$ cat src/rtl/commit_opnds.sv
// -----------------------------------------------------------------------------
// commit_opnds
//
// Write-side counterpart of operand decode. Accepts one commit bundle (two
// decoded destinations, their result values and effective addresses, plus two
// memory-write hints). It then walks the destinations one per cycle:
//   - register destinations drive a single-cycle register-file write;
//   - memory destinations are matched against the write hints.
// Once both destinations have been processed, the fault status is presented
// and held until the consumer accepts it.
//
// Sequence: IDLE -> D0 -> D1 -> DONE -> IDLE.
// Accept in cycle N; the dest0 write is in N+1, the dest1 write is in N+2,
// and out_valid first goes high in N+3.
//
// Ports
//   clk, rst_n                clock, asynchronous active-low reset
//   in_valid / in_ready       bundle handshake (in_ready high only in IDLE)
//   reg_1byte                 8-bit operand size
//   prefix_operand_16bit      16-bit operand size (reg_1byte has priority)
//   destN_kind                bit0 = register destination, bit1 = memory
//                             destination, 2'b00 = none; 2'b11 acts as register
//   destN_sel                 register selector, bits [2:0] only
//   resN / addrN              result value / effective address per destination
//   hintN_is_write/_address/_data   memory-write hints to check against
//   reg_we/reg_wsel/reg_wmask/reg_wdata   register-file write port
//   out_valid / out_ready     completion handshake
//   fault / fault_code        [0] dest0 mem mismatch, [1] dest1 mem mismatch,
//                             [2] write hint left unconsumed
// -----------------------------------------------------------------------------
module commit_opnds (
   input  logic        clk,
   input  logic        rst_n,
   input  logic        in_valid,
   output logic        in_ready,
   input  logic        reg_1byte,
   input  logic        prefix_operand_16bit,
   input  logic [1:0]  dest0_kind,
   input  logic [1:0]  dest1_kind,
   input  logic [31:0] dest0_sel,
   input  logic [31:0] dest1_sel,
   input  logic [31:0] res0,
   input  logic [31:0] res1,
   input  logic [31:0] addr0,
   input  logic [31:0] addr1,
   input  logic        hint1_is_write,
   input  logic        hint2_is_write,
   input  logic [31:0] hint1_address,
   input  logic [31:0] hint2_address,
   input  logic [31:0] hint1_data,
   input  logic [31:0] hint2_data,
   output logic        reg_we,
   output logic [2:0]  reg_wsel,
   output logic [3:0]  reg_wmask,
   output logic [31:0] reg_wdata,
   output logic        out_valid,
   input  logic        out_ready,
   output logic        fault,
   output logic [2:0]  fault_code
);

   typedef enum logic [1:0] {
      S_IDLE = 2'd0,
      S_D0   = 2'd1,
      S_D1   = 2'd2,
      S_DONE = 2'd3
   } state_t;

   state_t state_reg, state_next;

   // Captured bundle. Index 0/1 is the first/second destination or hint.
   logic             size8_reg;
   logic             size16_reg;
   logic [1:0][1:0]  kind_reg;
   logic [1:0][2:0]  sel_reg;
   logic [1:0][31:0] res_reg;
   logic [1:0][31:0] addr_reg;
   logic [1:0]       hint_we_reg;
   logic [1:0][31:0] hint_addr_reg;
   logic [1:0][31:0] hint_data_reg;
   logic [1:0]       consumed_reg, consumed_next;
   logic [2:0]       fault_code_reg, fault_code_next;

   logic        accept;
   logic        active;
   logic        cur;          // 0 while in D0, 1 while in D1
   logic [1:0]  cur_kind;
   logic [2:0]  cur_sel;
   logic [31:0] cur_res;
   logic [31:0] cur_addr;
   logic        dest_is_reg;
   logic        dest_is_mem;
   logic [3:0]  size_mask;
   logic [31:0] lane_bits;
   logic [1:0]  hint_hit;
   logic [1:0]  hint_take;

   assign accept = in_valid && (state_reg == S_IDLE);
   assign active = (state_reg == S_D0) || (state_reg == S_D1);
   assign cur    = (state_reg == S_D1);

   assign cur_kind = kind_reg[cur];
   assign cur_sel  = sel_reg[cur];
   assign cur_res  = res_reg[cur];
   assign cur_addr = addr_reg[cur];

   // A kind with both bits set is treated as a register destination only.
   assign dest_is_reg = active && cur_kind[0];
   assign dest_is_mem = active && cur_kind[1] && !cur_kind[0];

   // Operand-size lane mask; the 8-bit size takes priority over the 16-bit prefix.
   always_comb begin
      size_mask = 4'b1111;
      if (size8_reg) begin
         size_mask = 4'b0001;
      end else if (size16_reg) begin
         size_mask = 4'b0011;
      end
   end

   // Expand the byte-lane mask to a bit mask.
   generate
      for (genvar gi = 0; gi < 4; gi++) begin : g_lane
         assign lane_bits[gi*8 +: 8] = {8{size_mask[gi]}};
      end
   endgenerate

   // Hint comparison. Only the bytes covered by the operand size take part in
   // the data comparison.
   generate
      for (genvar gi = 0; gi < 2; gi++) begin : g_hint
         assign hint_hit[gi] = hint_we_reg[gi] && !consumed_reg[gi] &&
                               (hint_addr_reg[gi] == cur_addr) &&
                               (((hint_data_reg[gi] ^ cur_res) & lane_bits) == 32'd0);
      end
   endgenerate

   // The first hint has priority over the second; at most one hint is
   // consumed per destination.
   always_comb begin
      hint_take = 2'b00;
      if (hint_hit[0]) begin
         hint_take = 2'b01;
      end else if (hint_hit[1]) begin
         hint_take = 2'b10;
      end
   end

   always_comb begin
      consumed_next   = consumed_reg;
      fault_code_next = fault_code_reg;
      if (dest_is_mem) begin
         consumed_next = consumed_reg | hint_take;
         if (hint_take == 2'b00) begin
            if (cur) begin
               fault_code_next[1] = 1'b1;
            end else begin
               fault_code_next[0] = 1'b1;
            end
         end
      end
      // The last destination has been processed; any write hint still
      // unconsumed means the execute stage issued a write the bundle never made.
      if (state_reg == S_D1) begin
         fault_code_next[2] = |(hint_we_reg & ~consumed_next);
      end
   end

   // Register-file write port.
   always_comb begin
      reg_we    = 1'b0;
      reg_wsel  = 3'd0;
      reg_wmask = 4'd0;
      reg_wdata = 32'd0;
      if (dest_is_reg) begin
         reg_we = 1'b1;
         if (size8_reg && cur_sel[2]) begin
            // AH/CH/DH/BH live in byte 1 of EAX/ECX/EDX/EBX.
            reg_wsel  = {1'b0, cur_sel[1:0]};
            reg_wmask = 4'b0010;
            reg_wdata = {16'd0, cur_res[7:0], 8'd0};
         end else begin
            reg_wsel  = cur_sel;
            reg_wmask = size_mask;
            reg_wdata = cur_res & lane_bits;
         end
      end
   end

   // Next-state logic.
   always_comb begin
      state_next = state_reg;
      case (state_reg)
         S_IDLE: if (in_valid) state_next = S_D0;
         S_D0:   state_next = S_D1;
         S_D1:   state_next = S_DONE;
         S_DONE: if (out_ready) state_next = S_IDLE;
         default: state_next = S_IDLE;
      endcase
   end

   always_ff @(posedge clk or negedge rst_n) begin
      if (!rst_n) begin
         state_reg      <= S_IDLE;
         size8_reg      <= 1'b0;
         size16_reg     <= 1'b0;
         kind_reg       <= '0;
         sel_reg        <= '0;
         res_reg        <= '0;
         addr_reg       <= '0;
         hint_we_reg    <= '0;
         hint_addr_reg  <= '0;
         hint_data_reg  <= '0;
         consumed_reg   <= '0;
         fault_code_reg <= '0;
      end else begin
         state_reg <= state_next;
         if (accept) begin
            size8_reg        <= reg_1byte;
            size16_reg       <= prefix_operand_16bit;
            kind_reg[0]      <= dest0_kind;
            kind_reg[1]      <= dest1_kind;
            sel_reg[0]       <= dest0_sel[2:0];
            sel_reg[1]       <= dest1_sel[2:0];
            res_reg[0]       <= res0;
            res_reg[1]       <= res1;
            addr_reg[0]      <= addr0;
            addr_reg[1]      <= addr1;
            hint_we_reg      <= {hint2_is_write, hint1_is_write};
            hint_addr_reg[0] <= hint1_address;
            hint_addr_reg[1] <= hint2_address;
            hint_data_reg[0] <= hint1_data;
            hint_data_reg[1] <= hint2_data;
            consumed_reg     <= '0;
            fault_code_reg   <= '0;
         end else if (active) begin
            consumed_reg   <= consumed_next;
            fault_code_reg <= fault_code_next;
         end
      end
   end

   // Status outputs are decoded from the registered state, so they stay put
   // for as long as DONE is held by out_ready=0.
   assign in_ready   = (state_reg == S_IDLE);
   assign out_valid  = (state_reg == S_DONE);
   assign fault_code = out_valid ? fault_code_reg : 3'd0;
   assign fault      = |fault_code;

endmodule

$ cat config.mk
export PLATFORM = sky130hd
export DESIGN_NAME = commit_opnds
export DESIGN_NICKNAME = d
export VERILOG_FILES = /design/src/rtl/commit_opnds.sv
export SDC_FILE = /design/constraint.sdc
export NUM_CORES = 1
export LEC_CHECK = 0
export BUFFER_PORTS_ARGS = -buffer_cell sky130_fd_sc_hd__buf_2
export CORE_ASPECT_RATIO = 0.8
export CORE_UTILIZATION = 52
export CTS_CLUSTER_DIAMETER = 60
export DETAILED_ROUTE_END_ITERATION = 8
export PLACE_DENSITY = 0.8
export SKIP_CTS_REPAIR_TIMING = 1
export SLEW_MARGIN = 20
export SYNTH_ARGS = -nofsm -noshare
export SYNTH_HDL_FRONTEND = slang
export SYNTH_SLANG_ARGS = --single-unit
$ cat constraint.sdc
create_clock -name clk -period 3.8 [get_ports clk]
set_input_delay 1.14 -clock clk [delete_from_list [all_inputs] [get_ports clk]]
set_output_delay 1.14 -clock clk [all_outputs]
set_load 0.1 [all_outputs]
==> impl_metrics.ini, run 1 <==
[status]
outcome = completed

[placement]
dp_slack_ns = 0.376
gp_congestion = 0.826
io_buffers = 319
dp_hpwl_um = 24900
placed_area_um2 = 15400
dp_cells = 2083

[clock_network]
cts_sinks = 277
clk_pin_slew_ns = 0.06
clk_latency_ns = 0.54
clock_path_buffers = 3
cts_buffers = 28
cts_max_level = 1
cts_tree = built
clock_tree.root_cell = clkbuf_16

[pwr]
total_power_mw = 16.6
powerDensity_nw_per_um2 = 991
leakagePower_nw = 8.65
combPwrFrac_pct = 48.3
sequentialPowerShare_pct = 31.6
peakVddDrop_uv = 588
clkPwrFrac_pct = 20.1
p_int_mw = 9.49
switching_share_pct = 42.8
p_sw_mw = 7.09

[timing]
tightestPinTransition_ns = 0.659
whs_ns = 0.472
setup_tns_ns = 0
relSlewSlack_pct = 54.8
fin_crit_ns = 3.74
finalCritPeriodShare_pct = 98.5
setup_ws_ns = 0.0552
fin_skew_ns = 0.00734
hold_violations = 0
fmax_mhz = 267
final_max_slew_viol_count = 0
setup_violations = 0

[global_route]
grt_max_degree = 147
antenna_found_initial = 6
grt-ovfl-total = 0
grt_pass1_vias = 10500
grt_pass1_wl_um = 55000
grtUsageTotal_pct = 28.0

[logic_synthesis]
synth_ff_type = dfrtp_1
syn_avg_cell_area_um2 = 8.67
synth_edf_count = 0
syn_area_um2 = 12900
syn-num-nets = 1823
yosys_warnings = 0
synthArstFlopShare_pct = 100
synth-seq-area-share_pct = 53.7
synthDistinctLibCells = 39
synthCells = 1488
ys_ff_latch = 277

[layout]
area_growth_pct = 29.8
multi_input_area_um2 = 5930
layout.cells.non_filler = 2153
fin_util_pct = 68.8
fin_area_um2 = 16700
drive_above_1_share_pct = 25.9
regArea_um2 = 6930
n_fill_cell = 1875
nets = 2141

[floorplan]
core_um2 = 24300
die_area_um2 = 25400
io_pins = 378
start_util_pct = 53.0
dieWidth_um = 178
die_h_um = 143
fp-row-count = 51

[detailed_routing]
via_per_inst = 5.11
routed_wl_um = 35900
first_pass_iters = 5
wire_per_inst_um = 16.7
route.detailed.drc = 0
drtIter0Drc = 913
vias = 11000
drtAntennaViolNets = 0

[worst_setup_path]
crit_type = reg -> out
cp-end-kind = output port
crit_path_max_fanout = 8
cp.required_ns = 2.66
arrival_ns = 2.60
critPathSlowestCell = dfrtp_1
path_cells = inv_2 > ha_4 > buf_16 > mux2i_4 > buf_4 > or3_4 > buf_12 > o22ai_4 > buf_12
cp_common_cell = buf_12
start_kind = flop
max_stage_delay_ns = 0.40

[worst_hold_path]
min_path_type = reg -> reg

[job]
max_cap_viol_count = 0
[worst paths after layout]
| kind | end | slack, ns | startpoint | cells past startpoint |
|---|---|---|---|---|
| setup reg to reg | fault_code_reg[0] | 0.24 | state_reg[0] | 13 |
| min in group asynchronous | addr_reg[55] | 0.55 | rst_n | 1 |
| max in group asynchronous | res_reg[39] | 2.43 | rst_n | 2 |
| hold reg to reg | kind_reg[3] | 0.47 | kind_reg[3] | 2 |
| hold / removal | kind_reg[3] | 0.47 | kind_reg[3] | 2 |
| setup / recovery | reg_wdata[8] | 0.06 | state_reg[0] | 9 |
[cells in the final DEF, fill, tap and decap left out, types with 9 or more instances in the layout]
master	n
clkbuf_4	9
buf_12	19
dfrtp_1	277
nor2_4	18
buf_4	35
mux2i_2	11
clkbuf_16	30
nor4_1	30
nand2_1	814
bufinv_16	9
xnor2_1	121
buf_2	292
mux2i_1	55
[critical path: cells and delay by family, from the launching register on]
family | cells | cell delay (ns)
buffers and inverters | 5 | 0.76
flip-flops | 1 | 0.40
AND/OR/NAND/NOR | 1 | 0.34
multiplexers | 1 | 0.20
adder cells (fa/ha/maj) | 1 | 0.18
AO/OA/AOI/OAI | 1 | 0.17
[routing by layer]
| metal | vias up | global-route usage, % | part of all wire (%) |
|---|---|---|---|
| met4 | 0 | 8.14 | 2.7 |
| met5 | - | 0 | 0 |
| met3 | 63 | 3.89 | 6.1 |
| li1 | 5287 | - | - |
| met2 | 394 | 43.8 | 47 |
| met1 | 5258 | 40.7 | 45 |
[kinds of logic after synthesis]
logic type	after synthesis	share of synthesized area, %
adder cells (fa/ha/maj)	3	0.291
XOR/XNOR	124	8.42
multiplexers	68	5.61
AO/OA/AOI/OAI	31	1.67
buffers and inverters	81	2.84
AND/OR/NAND/NOR	904	27.4
flip-flops	277	53.7
[power groups by stage]
stage	combinational [mW]	clock [mW]	sequential (mW)
after floorplan	5.89	0	5.03
after global placement	7.57	0	5.16
after detailed placement	7.71	0	5.26
after CTS	7.80	3.38	5.22
after global routing	8.66	3.48	5.39
final	8.00	3.34	5.24
[synthesized netlist by cell type (2+ instances only)]
master | instances | area share [%]
a21oi_1 | 6 | 0.23
a31oi_1 | 2 | 0.097
and2_1 | 5 | 0.24
buf_4 | 2 | 0.12
buf_6 | 5 | 0.44
clkbuf_1 | 63 | 1.8
dfrtp_1 | 277 | 54
ha_1 | 3 | 0.29
inv_1 | 9 | 0.26
mux2i_1 | 56 | 4.3
mux2i_2 | 11 | 1.2
nand2_1 | 817 | 24
nand3_1 | 2 | 0.078
nand4_1 | 6 | 0.29
nor2_1 | 31 | 0.90
nor2b_1 | 2 | 0.097
nor3_1 | 2 | 0.078
nor3b_1 | 3 | 0.17
nor4_1 | 30 | 1.5
o21ai_0 | 5 | 0.19
o22ai_1 | 9 | 0.44
or3_1 | 3 | 0.15
xnor2_1 | 121 | 8.2
xor2_1 | 3 | 0.20
[layout make-up]
class	count	area share (%)
diodes	7	0.105
clock buffers	38	5.02
clock inverters	14	1.80
inverters	9	0.269
multi-input cells	1130	35.5
flip-flops and latches	277	41.4
well taps	318	2.38
repair buffers	360	13.5
Note: power is estimated with default switching activity, not from simulation.
==> run 2, diff against run 1 <==
==> constraint.sdc (replaced) <==
create_clock -name clk -period 3.8 [get_ports clk]
set_input_delay 1.14 -clock clk [delete_from_list [all_inputs] [get_ports clk]]
set_output_delay 1.14 -clock clk [all_outputs]
set_load 0.05 [all_outputs]
==> run 2 against run 1 <==
Effect of this change:
- routed wire length down 1.3%
- via count fell by 0.66%
- critical path depth fell by 3
- register-to-register slack gained 0.12 ns
- flip-flop and latch count stayed put
- combinational power is 16% lower
- power shrank 11%
- sequential power is essentially flat
- clock power shrank 14%
- sequential share of layout area rose by 2.3 points
- hold slack better by 0.0041 ns
- largest cell class unchanged
- design area shrank 5.2%
==> impl_metrics.ini, run 2 (synthesized netlist as in run 1, its figures left out) <==
[status]
outcome = completed

[detailed_routing]
drtIter0Drc = 787
routed_wl_um = 35500
vias = 10900
route.detailed.drc = 0
via_per_inst = 5.13
drtAntennaViolNets = 0
first_pass_iters = 6
wire_per_inst_um = 16.7

[timing]
fmax_mhz = 264
final_max_slew_viol_count = 0
whs_ns = 0.476
grt_setup_unrepaired = true
fin_crit_ns = 3.79
relSlewSlack_pct = 47.0
setup_ws_ns = 0.00789
setup_violations = 0
tightestPinTransition_ns = 0.773
fin_skew_ns = 0.0119
finalCritPeriodShare_pct = 99.8
hold_violations = 0

[global_route]
grt-ovfl-total = 0
antenna_found_initial = 7
grt_pass1_wl_um = 54900
grt_pass1_vias = 10600
grt_max_degree = 137
grtUsageTotal_pct = 28.0

[floorplan]
core_um2 = 24300
dieWidth_um = 178
fp-row-count = 51
start_util_pct = 53.0
die_area_um2 = 25400
io_pins = 378
die_h_um = 143

[job]
max_cap_viol_count = 0

[pwr]
total_power_mw = 14.8
powerDensity_nw_per_um2 = 933
leakagePower_nw = 8.42
peakVddDrop_uv = 495

[worst_setup_path]
crit_path_max_fanout = 23
arrival_ns = 2.65
cp-end-kind = output port
start_kind = flop
crit_type = reg -> out
cp.required_ns = 2.66

[placement]
dp_hpwl_um = 25500
dp_slack_ns = 0.350
gp_congestion = 0.929
dp_cells = 2073
io_buffers = 319

[layout]
layout.cells.non_filler = 2129
multi_input_area_um2 = 5680
drive_above_1_share_pct = 23.3
n_fill_cell = 2052
regArea_um2 = 6930
nets = 2120
final_common_cell = nand2_1
area_growth_pct = 23.1
final_cell_mix = nand2_1, buf_2, dfrtp_1, xnor2_1, mux2i_1

[clock_network]
cts_buffers = 28
clk_latency_ns = 0.54
clk_pin_slew_ns = 0.06
cts_max_level = 1
clock_path_buffers = 3
cts_tree = built
cts_sinks = 277
clock_tree.root_cell = clkbuf_16

[worst_hold_path]
min_path_type = reg -> reg
-- run 2: changes by cell type in the layout (fill, tap and decap cells not counted), sizes merged, moves of 3 or more --
cell,previous run,this run
buf,350,337
bufinv,9,3
clkinvlp,4,1
inv,6,10
clkbuf,48,42
-- run 2: path summary, 6_finish.rpt --
kind                            cells past startpoint          from                 to  slack (ns)
worst min register to register                      2   res_reg[24]        res_reg[24]        0.48
worst max register to register                     12  state_reg[0]    consumed_reg[1]        0.36
max in group asynchronous                           2         rst_n        res_reg[19]        2.37
worst max-delay path                                6  state_reg[0]      reg_wdata[13]       0.008
min in group asynchronous                           1         rst_n  hint_addr_reg[18]        0.60
worst min-delay path                                2   res_reg[24]        res_reg[24]        0.48
-- run 2: area by class of cell --
cell class	count	area share [%]
multi-input cells	1130	35.8
repair buffers	339	11.7
well taps	318	2.51
inverters	9	0.213
diodes	6	0.0946
clock inverters	10	0.867
flip-flops and latches	277	43.7
clock buffers	40	5.15
-- run 2: per-stage QoR --
| step | setup TNS [ns] | area (um^2) | utilization, % |
|---|---|---|---|
| after detailed placement | 0 | 14900 | 61.2 |
| after CTS | -2.97 | 15800 | 65.1 |
| after floorplan | -2.98 | 12900 | - |
| after global routing | -0.236 | 15900 | 65.3 |
| after global placement | 0 | 14900 | 61.2 |
| final | 0 | 15900 | 65.3 |
-- run 2: worst max-delay path, cell delays in order, from the launching register on --
cell     delay (ns)
dfrtp_1        0.40
inv_1          0.13
ha_4           0.19
buf_12         0.21
mux2i_1        0.69
o22ai_1        0.20
buf_2          0.26
-- run 2: per-layer routing --
metal,part of all wire [%],wire length [um],vias to the layer above,GRT usage (%)
met2,45,16100,446,43.9
met3,8.1,2890,67,5.72
met4,2.7,942,2,7.51
met1,44,15600,5163,39.6
li1,-,-,5251,-
met5,0.037,13,-,0
-- run 2: where the power goes --
group	switching [mW]	total (mW)	internal [mW]
logic	4.17	6.72	2.55
registers	0.881	5.22	4.34
clock network	1.16	2.86	1.70
total	6.21	14.8	8.59
==> run 3, diff against run 2 <==
--- a/config.mk
+++ b/config.mk
@@ -10,7 +10,7 @@
 export CORE_UTILIZATION = 52
 export CTS_CLUSTER_DIAMETER = 60
 export DETAILED_ROUTE_END_ITERATION = 8
-export PLACE_DENSITY = 0.8
+export PLACE_DENSITY = 0.77
 export SKIP_CTS_REPAIR_TIMING = 1
 export SLEW_MARGIN = 20
 export SYNTH_ARGS = -nofsm -noshare
==> run 3 against run 2 <==
Effect of this change:
- via count rose by 0.49%
- clock skew down 0.0031 ns
- routed wire length rose by 0.97%
- sequential share of layout area shrank 0.77 points
- critical endpoint is now reg_wdata[12]
- first-iteration DRC count up 0.89%
- combinational power is 3.9% higher
- critical path depth rose by 2
- fmax up 1.5%
- non-clock buffer count increased by 14
- design area is 1.8% higher
- count of clock-buffer cells in the layout did not move
==> impl_metrics.ini, run 3 (synthesized netlist as in run 1, its figures left out) <==
[status]
outcome = completed

[placement]
dp_slack_ns = 0.333
gp_congestion = 0.866
dp_cells = 2078
dp_hpwl_um = 25300
io_buffers = 319

[global_route]
grt-ovfl-total = 0
grt_pass1_wl_um = 55200
grt_max_degree = 174
antenna_found_initial = 3
grt_pass1_vias = 10700
grtUsageTotal_pct = 28.1

[worst_setup_path]
critPathSlowestCell = dfrtp_1
arrival_ns = 2.59
path_cells = inv_1 > ha_4 > buf_16 > mux2i_1 > buf_4 > or3_4 > o22ai_1 > clkbuf_4
cp-end-kind = output port
critPathTopFamily = buffers and inverters
crit_type = reg -> out
start_kind = flop
worstPathBufferInverterCount = 4
cp.required_ns = 2.66
r2r_slack_ns = 0.31
max_stage_delay_ns = 0.40
crit_path_max_fanout = 14

[clock_network]
clk_latency_ns = 0.54
cts_buffers = 29
cts_max_level = 1
cts_tree = built
clock_path_buffers = 3
clk_pin_slew_ns = 0.06
clock_tree.root_cell = clkbuf_16
cts_sinks = 277

[floorplan]
io_pins = 378
dieWidth_um = 178
die_area_um2 = 25400
die_h_um = 143
core_um2 = 24300
fp-row-count = 51
start_util_pct = 53.0

[timing]
relSlewSlack_pct = 35.1
tightestPinTransition_ns = 0.973
fin_crit_ns = 3.73
setup_ws_ns = 0.0656
fin_skew_ns = 0.00879
setup_violations = 0
whs_ns = 0.470
grt_setup_unrepaired = true
fmax_mhz = 268
setup_tns_ns = 0
final_max_slew_viol_count = 0
finalCritPeriodShare_pct = 98.3
hold_violations = 0

[layout]
final_cell_mix = nand2_1, buf_2, dfrtp_1, xnor2_1, mux2i_1
layout.cells.non_filler = 2142
area_growth_pct = 25.3
drive_above_1_share_pct = 24.3
nets = 2135
fin_util_pct = 66.4
final_common_cell = nand2_1
n_fill_cell = 2016

[detailed_routing]
routed_wl_um = 35800
first_pass_iters = 5
vias = 11000
drtIter0Drc = 794
via_per_inst = 5.13
wire_per_inst_um = 16.7
drtAntennaViolNets = 0
route.detailed.drc = 0

[pwr]
powerDensity_nw_per_um2 = 940
peakVddDrop_uv = 415
leakagePower_nw = 8.52

[job]
max_cap_viol_count = 0

[worst_hold_path]
min_path_type = reg -> reg
==> run 3: cell count changes in the layout (fill, tap and decap cells not counted), moves of 3 or more <==
cell      change
o22ai_2       +3
buf_2        -22
mux2i_1       -3
o22ai_1       -3
buf_4        +24
mux2i_2       +3
buf_6         +3
clkbuf_4      +7
==> run 3: stage by stage <==
stage	power (mW)	cell area, um^2
finish	15.2	16200
global route	16.2	16100
CTS	15.0	15900
detailed placement	12.0	14900
global placement	11.8	14900
floorplan	9.97	12900
==> run 3: area by class of cell <==
cell class	instances	area [um^2]	area share (%)
flip-flops and latches	277	6930	42.9
clock buffers	40	817	5.06
multi-input cells	1130	5710	35.3
diodes	4	10.0	0.0620
clock inverters	11	188	1.16
inverters	9	33.8	0.209
well taps	318	398	2.46
repair buffers	353	2070	12.8
==> run 3: path summary, 6_finish.rpt <==
| kind | start | endpoint | cells past startpoint |
|---|---|---|---|
| worst max register to register | state_reg[0] | consumed_reg[1] | 13 |
| worst min-delay path | kind_reg[3] | kind_reg[3] | 2 |
| worst min register to register | kind_reg[3] | kind_reg[3] | 2 |
| worst max-delay path | state_reg[0] | reg_wdata[12] | 8 |
| min in group asynchronous | rst_n | hint_data_reg[38] | 1 |
| max in group asynchronous | rst_n | hint_addr_reg[8] | 2 |
==> run 3: layer usage <==
metal / wire length (um) / global-route usage, %
met2: 16300 / 42.8
met1: 16200 / 41.0
met3: 2320 / 4.29
met5: 0 / 0
met4: 1090 / 9.45
==> run 3: where the power goes <==
group / internal, mW / leakage, nW / switching (mW)
Clock: 1.83 / 0.495 / 1.17
Sequential: 4.34 / 3.45 / 0.871
Combinational: 2.74 / 4.57 / 4.25
Total: 8.91 / 8.52 / 6.28
==> run 3: worst reg2reg max path: cells and delay by family (launching register included) <==
family,cells,cell delay (ns)
muxes,1,0.39
buffers and inverters,4,0.65
AOI/OAI and AO/OA,2,0.30
DFF,1,0.40
and+or+nand+nor,4,1.29
adders and majority gates,1,0.23
xor gates and xnor gates,1,0.13
